<file path="config.mk">
export PLATFORM = sky130hd
export DESIGN_NAME = spi_regfile_slave
export DESIGN_NICKNAME = d
export VERILOG_FILES = /design/src/rtl/spi_regfile_slave.sv
export SDC_FILE = /design/constraint.sdc
export NUM_CORES = 1
export LEC_CHECK = 0
export ABC_AREA = 1
export CAP_MARGIN = 20
export CORE_AREA = 5 5 226 228
export CTS_CLUSTER_DIAMETER = 100
export CTS_CLUSTER_SIZE = 25
export DETAILED_ROUTE_END_ITERATION = 10
export DIE_AREA = 0 0 231 233
export DONT_BUFFER_PORTS = 1
export GPL_TIMING_DRIVEN = 0
export PLACE_DENSITY = 0.49
export SYNTH_ARGS = -nofsm -noshare
export SYNTH_HDL_FRONTEND = slang
export SYNTH_SLANG_ARGS = --single-unit
</file>
<file path="constraint.sdc">
create_clock -name clock -period 3.2 [get_ports clock]
set_input_delay 0.32 -clock clock [delete_from_list [all_inputs] [get_ports clock]]
set_output_delay 0.32 -clock clock [all_outputs]
set_load 0.05 [all_outputs]
</file>
<file path="src/rtl/spi_regfile_slave.sv">
// spi_regfile_slave: SPI mode-3 slave exposing a register file for reads and writes.
// Define SPI_REGFILE_BURST_EN to auto-increment the address across consecutive words.
module spi_regfile_slave #(
   parameter int DATA_W      = 32,
   parameter int NUM_REGS    = 8,
   parameter int SYNC_STAGES = 3
) (
   input  logic                         clock,
   input  logic                         rst,
   input  logic                         sck,
   input  logic                         mosi,
   input  logic                         ssel,
   output logic                         miso,
   output logic [NUM_REGS*DATA_W-1:0]   regs_out,
   output logic                         wr_pulse,
   output logic [6:0]                   wr_addr,
   output logic                         rd_pulse,
   output logic [6:0]                   rd_addr,
   output logic                         frame_err
);
   localparam int AW = NUM_REGS > 1 ? $clog2(NUM_REGS) : 1;
   typedef enum logic [1:0] {IDLE, CMD, DATA, HOLD} state_t;
`ifdef SPI_REGFILE_BURST_EN
   localparam state_t WORD_END = DATA;
`else
   localparam state_t WORD_END = HOLD;
`endif
   state_t state, nxt;
   logic [SYNC_STAGES-1:0] sck_q, mosi_q, ssel_q;
   logic [SYNC_STAGES:0] vld;
   logic sck_s, mosi_s, ssel_s, sck_d, ssel_d, armed, word_done, rw;
   logic rise, fall, s_rise, s_fall, last, abort, cmd_ok, addr_ok, ld_ok;
   logic [6:0] cnt, addr, cmd_addr, nxt_addr, ld_addr;
   logic [DATA_W-1:0] rx, tx, ld_val, rx_nxt;
   logic [DATA_W-1:0] regs [NUM_REGS];

   assign sck_s    = sck_q[SYNC_STAGES-1];
   assign mosi_s   = mosi_q[SYNC_STAGES-1];
   assign ssel_s   = ssel_q[SYNC_STAGES-1];
   assign rise     = sck_s & ~sck_d;
   assign fall     = ~sck_s & sck_d;
   assign s_rise   = ssel_s & ~ssel_d;
   assign s_fall   = ~ssel_s & ssel_d & armed;
   assign last     = cnt == 7'(DATA_W-1);
   assign rx_nxt   = {rx[DATA_W-2:0], mosi_s};
   assign cmd_addr = {rx[5:0], mosi_s};
   assign cmd_ok   = {1'b0, cmd_addr} < 8'(NUM_REGS);
   assign addr_ok  = {1'b0, addr} < 8'(NUM_REGS);
   assign nxt_addr = addr == 7'(NUM_REGS-1) ? 7'd0 : addr + 7'd1;
   assign ld_addr  = state == CMD ? cmd_addr : nxt_addr;
   assign ld_ok    = {1'b0, ld_addr} < 8'(NUM_REGS);
   assign ld_val   = ld_ok ? regs[ld_addr[AW-1:0]] : '0;
   // a completed word followed by ssel rising is a clean end of frame
   assign abort    = s_rise & (state == CMD | (state == DATA & ~(cnt == 7'd0 & word_done)));

   for (genvar k = 0; k < NUM_REGS; k++) begin : g_out
      assign regs_out[k*DATA_W +: DATA_W] = regs[k];
   end

   always_comb begin
      nxt = state;
      case (state)
         IDLE:    nxt = s_fall ? CMD : IDLE;
         CMD:     nxt = (rise && cnt == 7'd7) ? DATA : CMD;
         DATA:    nxt = (rise && last) ? WORD_END : DATA;
         default: nxt = HOLD;
      endcase
      if (s_rise) nxt = IDLE;
   end

   always_ff @(posedge clock) begin
      if (!rst) state <= IDLE;
      else      state <= nxt;
   end

   always_ff @(posedge clock) begin
      if (!rst) begin
         sck_q <= '1;
         ssel_q <= '1;
         mosi_q <= '0;
         vld <= '0;
         sck_d <= 1'b1;
         ssel_d <= 1'b1;
         armed <= 1'b0;
         word_done <= 1'b0;
         rw <= 1'b0;
         cnt <= '0;
         addr <= '0;
         rx <= '0;
         tx <= '0;
         miso <= 1'b0;
         wr_pulse <= 1'b0;
         wr_addr <= '0;
         rd_pulse <= 1'b0;
         rd_addr <= '0;
         frame_err <= 1'b0;
         for (int i = 0; i < NUM_REGS; i++) regs[i] <= '0;
      end else begin
         sck_q <= {sck_q[SYNC_STAGES-2:0], sck};
         mosi_q <= {mosi_q[SYNC_STAGES-2:0], mosi};
         ssel_q <= {ssel_q[SYNC_STAGES-2:0], ssel};
         vld <= {vld[SYNC_STAGES-1:0], 1'b1};
         sck_d <= sck_s;
         ssel_d <= ssel_s;
         // a frame already in progress at reset release is skipped until ssel is seen high
         armed <= armed | (vld[SYNC_STAGES] & ssel_s);
         wr_pulse <= 1'b0;
         rd_pulse <= 1'b0;
         frame_err <= abort;
         if (s_fall) begin
            cnt <= '0;
            word_done <= 1'b0;
            miso <= 1'b0;
         end
         if (state == CMD && rise) begin
            rx <= rx_nxt;
            cnt <= cnt + 7'd1;
            if (cnt == 7'd7) begin
               cnt <= '0;
               rw <= rx[6];
               addr <= cmd_addr;
               tx <= rx[6] ? '0 : ld_val;
               if (!cmd_ok) frame_err <= 1'b1;
               else if (!rx[6]) begin
                  rd_pulse <= 1'b1;
                  rd_addr <= cmd_addr;
               end
            end
         end
         if (state == DATA && rise) begin
            rx <= rx_nxt;
            cnt <= cnt + 7'd1;
            if (last) begin
               cnt <= '0;
               word_done <= 1'b1;
               if (rw && addr_ok) begin
                  regs[addr[AW-1:0]] <= rx_nxt;
                  wr_pulse <= 1'b1;
                  wr_addr <= addr;
               end
`ifdef SPI_REGFILE_BURST_EN
               addr <= nxt_addr;
               if (!rw) begin
                  tx <= ld_val;
                  rd_pulse <= ld_ok;
                  if (ld_ok) rd_addr <= nxt_addr;
               end
`else
               miso <= 1'b0;
`endif
            end
         end
         if (state == DATA && fall && !rw) begin
            miso <= tx[DATA_W-1];
            tx <= {tx[DATA_W-2:0], 1'b0};
         end
         if (s_rise) miso <= 1'b0;
      end
   end
endmodule

</file>
### Yosys cells after proc, flatten, opt, wreduce, memory -nomap -nowiden

Memory sizes are Yosys's and may differ from the RTL's.
Index checks and enable logic that the tools add are counted.

* $lt $le $gt $ge: 3
* multiplexer cells: 39
* shift-type cells: 0
* multipliers: 0
* divide/modulo/power cells: 0
* bitwise operators: 18
* equal/unequal tests: 5
* reductions and logical operators: 22
* add/sub/neg operators: 2

Operator list (number)
* $mux W32: 6
* $mux W31: 2
* $mux W7: 7
* $reduce_or A32 Y1: 1
* $lt A7 B4 Y1 const B: 3
* $mux W1: 21
* $add A7 B1 Y7 const B: 2
* $eq A7 B3 Y1 const B: 2
* $and A1 B1 Y1: 9
* $reduce_and A4 Y1: 2
* $eq A7 B5 Y1 const B: 1
* $logic_and A1 B1 Y1: 7
* $logic_not A7 Y1: 1
* $not A1 Y1: 7
* $pmux W2 S3: 1
* $reduce_bool A2 Y1: 3
* $reduce_and A2 Y1: 2
* $reduce_or A2 Y1: 2
* $mux W3: 1
* $reduce_and A3 Y1: 1
* $reduce_bool A3 Y1: 1
* $eq A2 B1 Y1 const B: 1
* $eq A2 B2 Y1 const B: 1
* $logic_not A2 Y1: 1
* 3 further kinds: 4

* memories: 1
* memory bits (writable): 256
* register bits: 115
* output and inout bits: 274
* memory bits (read-only): 0
* latch bits: 0
* input bits: 5

Memories
* regs: words 8, width 32, read ports 9, clocked after memory_dff 0, wr ports 8, RTL line 35 `logic [DATA_W-1:0] regs [NUM_REGS];`

### Longest topological paths before layout

* depth in word-level cells: 9
* depth in mapped cells: 13
* mapped depth without buffers: 12

### Least setup slack after synthesis

Ideal clock, no wire load.

* kind: register to register
* start: register cnt[0]
* end: memory regs[1][0] (enable)
* stages on the path, launching flop included: 13
* buffers on the path: 1
* slack: 0.431 ns
* data required time: 2.811 ns
* period minus slack after synthesis: 2.769 ns
* arrival: 2.379 ns
* cells stage by stage: dfxtp_1 ha_1 nand2_2 inv_2 nand2_2 nor2_4 nand2_4 nor2_8 inv_4 nor3_4 nand2_4 buf_6 nand2_1

RTL lines
* start, declared: RTL line 33 `logic [6:0] cnt, addr, cmd_addr, nxt_addr, ld_addr;`
* start signal, assigned: RTL line 117 `cnt <= cnt + 7'd1;`
* start signal, assigned: RTL line 132 `cnt <= cnt + 7'd1;`
* end, declared: RTL line 35

==> run metrics <==
post-synthesis adder-cell area fraction less than 1%; startpoint types register; Placer Congestion 0.8076; Initial Util 34.60%; mux cell area share after synthesis 0%; share of cells above drive strength 1 6.412%; RSZ-0062 raised after global routing false; Worst Path Required 3.45 ns; first-pass iteration count of the detailed router 7; kind of critical path reg -> reg; Final setup viols 0; Area Growth Syn to Fin 9.412%; skew final 0.02594 ns; Place WS -0.1304 ns; count of cell types in the netlist 37; FF/Latch Area about 10000 µm²; Inserted Clock Buffers 19; latest clock arrival within the worst-skew pair 0.55 ns; Die Y ~230 µm; die width 231 µm; final worst slack 0.1907 ns; Slew Limit Fails 0; I/O pin cnt roughly 280; Clock Sinks 371; DRT iter0 DRCs roughly 1,000; GR Layer Usage met3 under 10%; clock-pin slew on the worst setup and hold paths around 0.1 ns; HP Class in -> reg; Synth Warn # 0; root buf cell clkbuf_16; crit share post-route 94.04%; post-synthesis compound-gate area fraction roughly 5.6%; R2R cell count 13; antenna-violating nets left 0; wire per inst around 25 µm; synthesized flop and latch total 371; commonest non-fill, non-tap cell in the layout nand3_1; Worst EP arrival 3.26 ns; critical-path cell list ha_1 > nand2_2 > inv_2 > nand2_2 > nor2_4 > nand2_4 > nor2_8 > inv_4 > nor3_4 > nand2_4 > buf_6 > nand2_2 > buf_12; XOR/XNOR Fraction of Synth Area 0.1561%; worst slew pin tran 1.015 ns; Most Frequent Cell on Critical Path nand2_2; Total Nets Final about 1,900; Crit-path slowest cell nor3_4; CP max FO 18; largest net degree at the start of global routing 27; TritonCTS clock tree done; fmax 332.3 MHz; met1 Use GR between 20% and 30%; Fin Hold WS 0.3658 ns; sequential element share of the synthesized area 59.36%; power per cell area between 500 and 600 nW/µm²; Remaining DRCs 0; n_diodes 0; total number of vias 13,370; most frequent cells in the layout nand3_1, inv_1, nor2_1, edfxtp_1, nand2_1; busiest grt layer met2; # fillers 4,972; # rows 81; Total Routed Length 65,130 µm; Avg Inst Size Synth 8.900 µm²; number of max-cap violations 0; design area between 15,000 and 20,000 µm²; gr usage total 23.37%; status finished, final reports clean; Syn Nets between 1,500 and 2,000; clk buf depth 3; core area 48,650 µm²; synthesized instance count 1,891; first-pass GRT wire length 91,980 µm; Slew Limit Headroom 32.36%; DR vias/cell 5.232; fraction of the mapped netlist area in simple logic gates 23.01%; Tmin final approximately 3 ns; port bufs 0; Cell Area, Placed 17,810 µm²; Multi-input gate area 4918 µm²; Leak just over 7 nW; Overflow after GRT 0; initial antenna violation count 0; Setup crit end kind register; # Post-CTS Setup Buffers 0; delay of the slowest critical-path stage 0.43 ns; Fin. Hold Viols 0; Worst Hold Depth 1; number of global-route vias before repair ~13,000; met2 Use GR 38.59%; largest family of logic cells by synthesized area simple AND/OR/NAND/NOR gates; mapped cell area 16,830 µm²; CTS H-tree depth 1; fin util 37.85%; final setup TNS 0 ns; die area roughly 54,000 µm²; Final HPWL DP roughly 47,000 µm; Worst VDD drop between 0.2 and 0.3 mV
-- worst max-delay path: cells and delay by family, from the launching register on --
family | cells | cell delay (ns)
and+or+nand+nor | 8 | 1.52
buffers and inverters | 4 | 0.64
DFF | 1 | 0.36
adders and majority gates | 1 | 0.18
-- synth_stat cells, drive strengths merged --
cell type,instances,area [µm²]
inv,337,1267
nand3,336,1682
nor2,283,1091
edfxtp,256,7687
nand2,186,743.2
dfxtp,115,2302
a21oi,84,420.4
buf,62,375.4
o21ai,54,270.3
clkbuf,53,198.9
clkinv,32,120.1
nand3b,32,240.2
o22ai,31,193.9
or2,9,56.30
nor3,5,41.29
a31oi,3,25.02
ha,3,37.54
nand4,2,12.51
xor2,2,17.52
a211oi,1,7.510
a31o,1,8.760
nor4,1,6.260
o21a,1,7.510
o311ai,1,8.760
xnor2,1,8.760
-- metal layers --
| layer | routed length, µm | vias to the layer above |
|---|---|---|
| met4 | 1760 | 0 |
| met5 | 0 | - |
| met2 | 30220 | 576 |
| met3 | 7348 | 87 |
| met1 | 25790 | 6552 |
| li1 | - | 6157 |
-- where the power goes --
| part | total, mW | internal, mW | switching, mW |
|---|---|---|---|
| Clock | 2.79 | 1.14 | 1.66 |
| Sequential | 6.08 | 5.30 | 0.781 |
| Combinational | 0.613 | 0.173 | 0.440 |
| Total | 9.48 | 6.61 | 2.88 |
-- flip-flops by register name, indices dropped and copies added (netlist names), 2 cells and up --
name and flops:
regs 256, ssel_q 3, mosi_q 3, tx 32, rx 31, wr_addr 7
cnt 7, state 2, sck_q 3, vld 4, rd_addr 7, addr 7
-- stage by stage --
stage | std cells | power [mW]
2_1_floorplan | 1891 | 6.463
5_1_grt | 2556 | 9.792
3_5_place_dp | 2521 | 6.795
4_1_cts | 2556 | 9.546
3_3_place_gp | 2513 | 6.768
6_report | 2556 | 9.484
-- what timing repair did --
action | CTS | global route
gates resized for setup | 0 | 7
setup endpoints to repair | 0 | 54
hold endpoints to repair | 4 | 0
hold buffers | 4 | 0
-- layout make-up --
cell class / instances / area share [%]
Sequential cell: 371 / 54.25
Multi-Input combinational cell: 1036 / 26.71
Inverter: 369 / 7.536
Tap cell: 622 / 4.226
Buffer: 115 / 3.126
Clock buffer: 27 / 2.745
Timing Repair Buffer: 12 / 1.209
Clock inverter: 4 / 0.1971
-- cell families (layout without fill, tap and decap cells) --
logic type                 Yosys count  count (layout)
buffers and inverters              484             527
AOI/OAI and AO/OA                  176             176
adders and majority gates            3               3
and+or+nand+nor                    854             854
DFF                                371             371
xor gates and xnor gates             3               3
-- path summary, 6_finish.rpt --
check | startpoint | endpoint | slack (ns)
worst min-delay path | rst | vld[0]$_DFF_P_ | 0.37
worst max-delay path | cnt[0]$_SDFFE_PN0P_ | regs[5][4]$_SDFFCE_PN0P_ | 0.19
worst max register to register | cnt[0]$_SDFFE_PN0P_ | regs[5][4]$_SDFFCE_PN0P_ | 0.19
worst min register to register | sck_q[1]$_SDFF_PN1_ | sck_q[2]$_SDFF_PN1_ | 0.41
No activity file was read; power rests on OpenSTA's default activity.
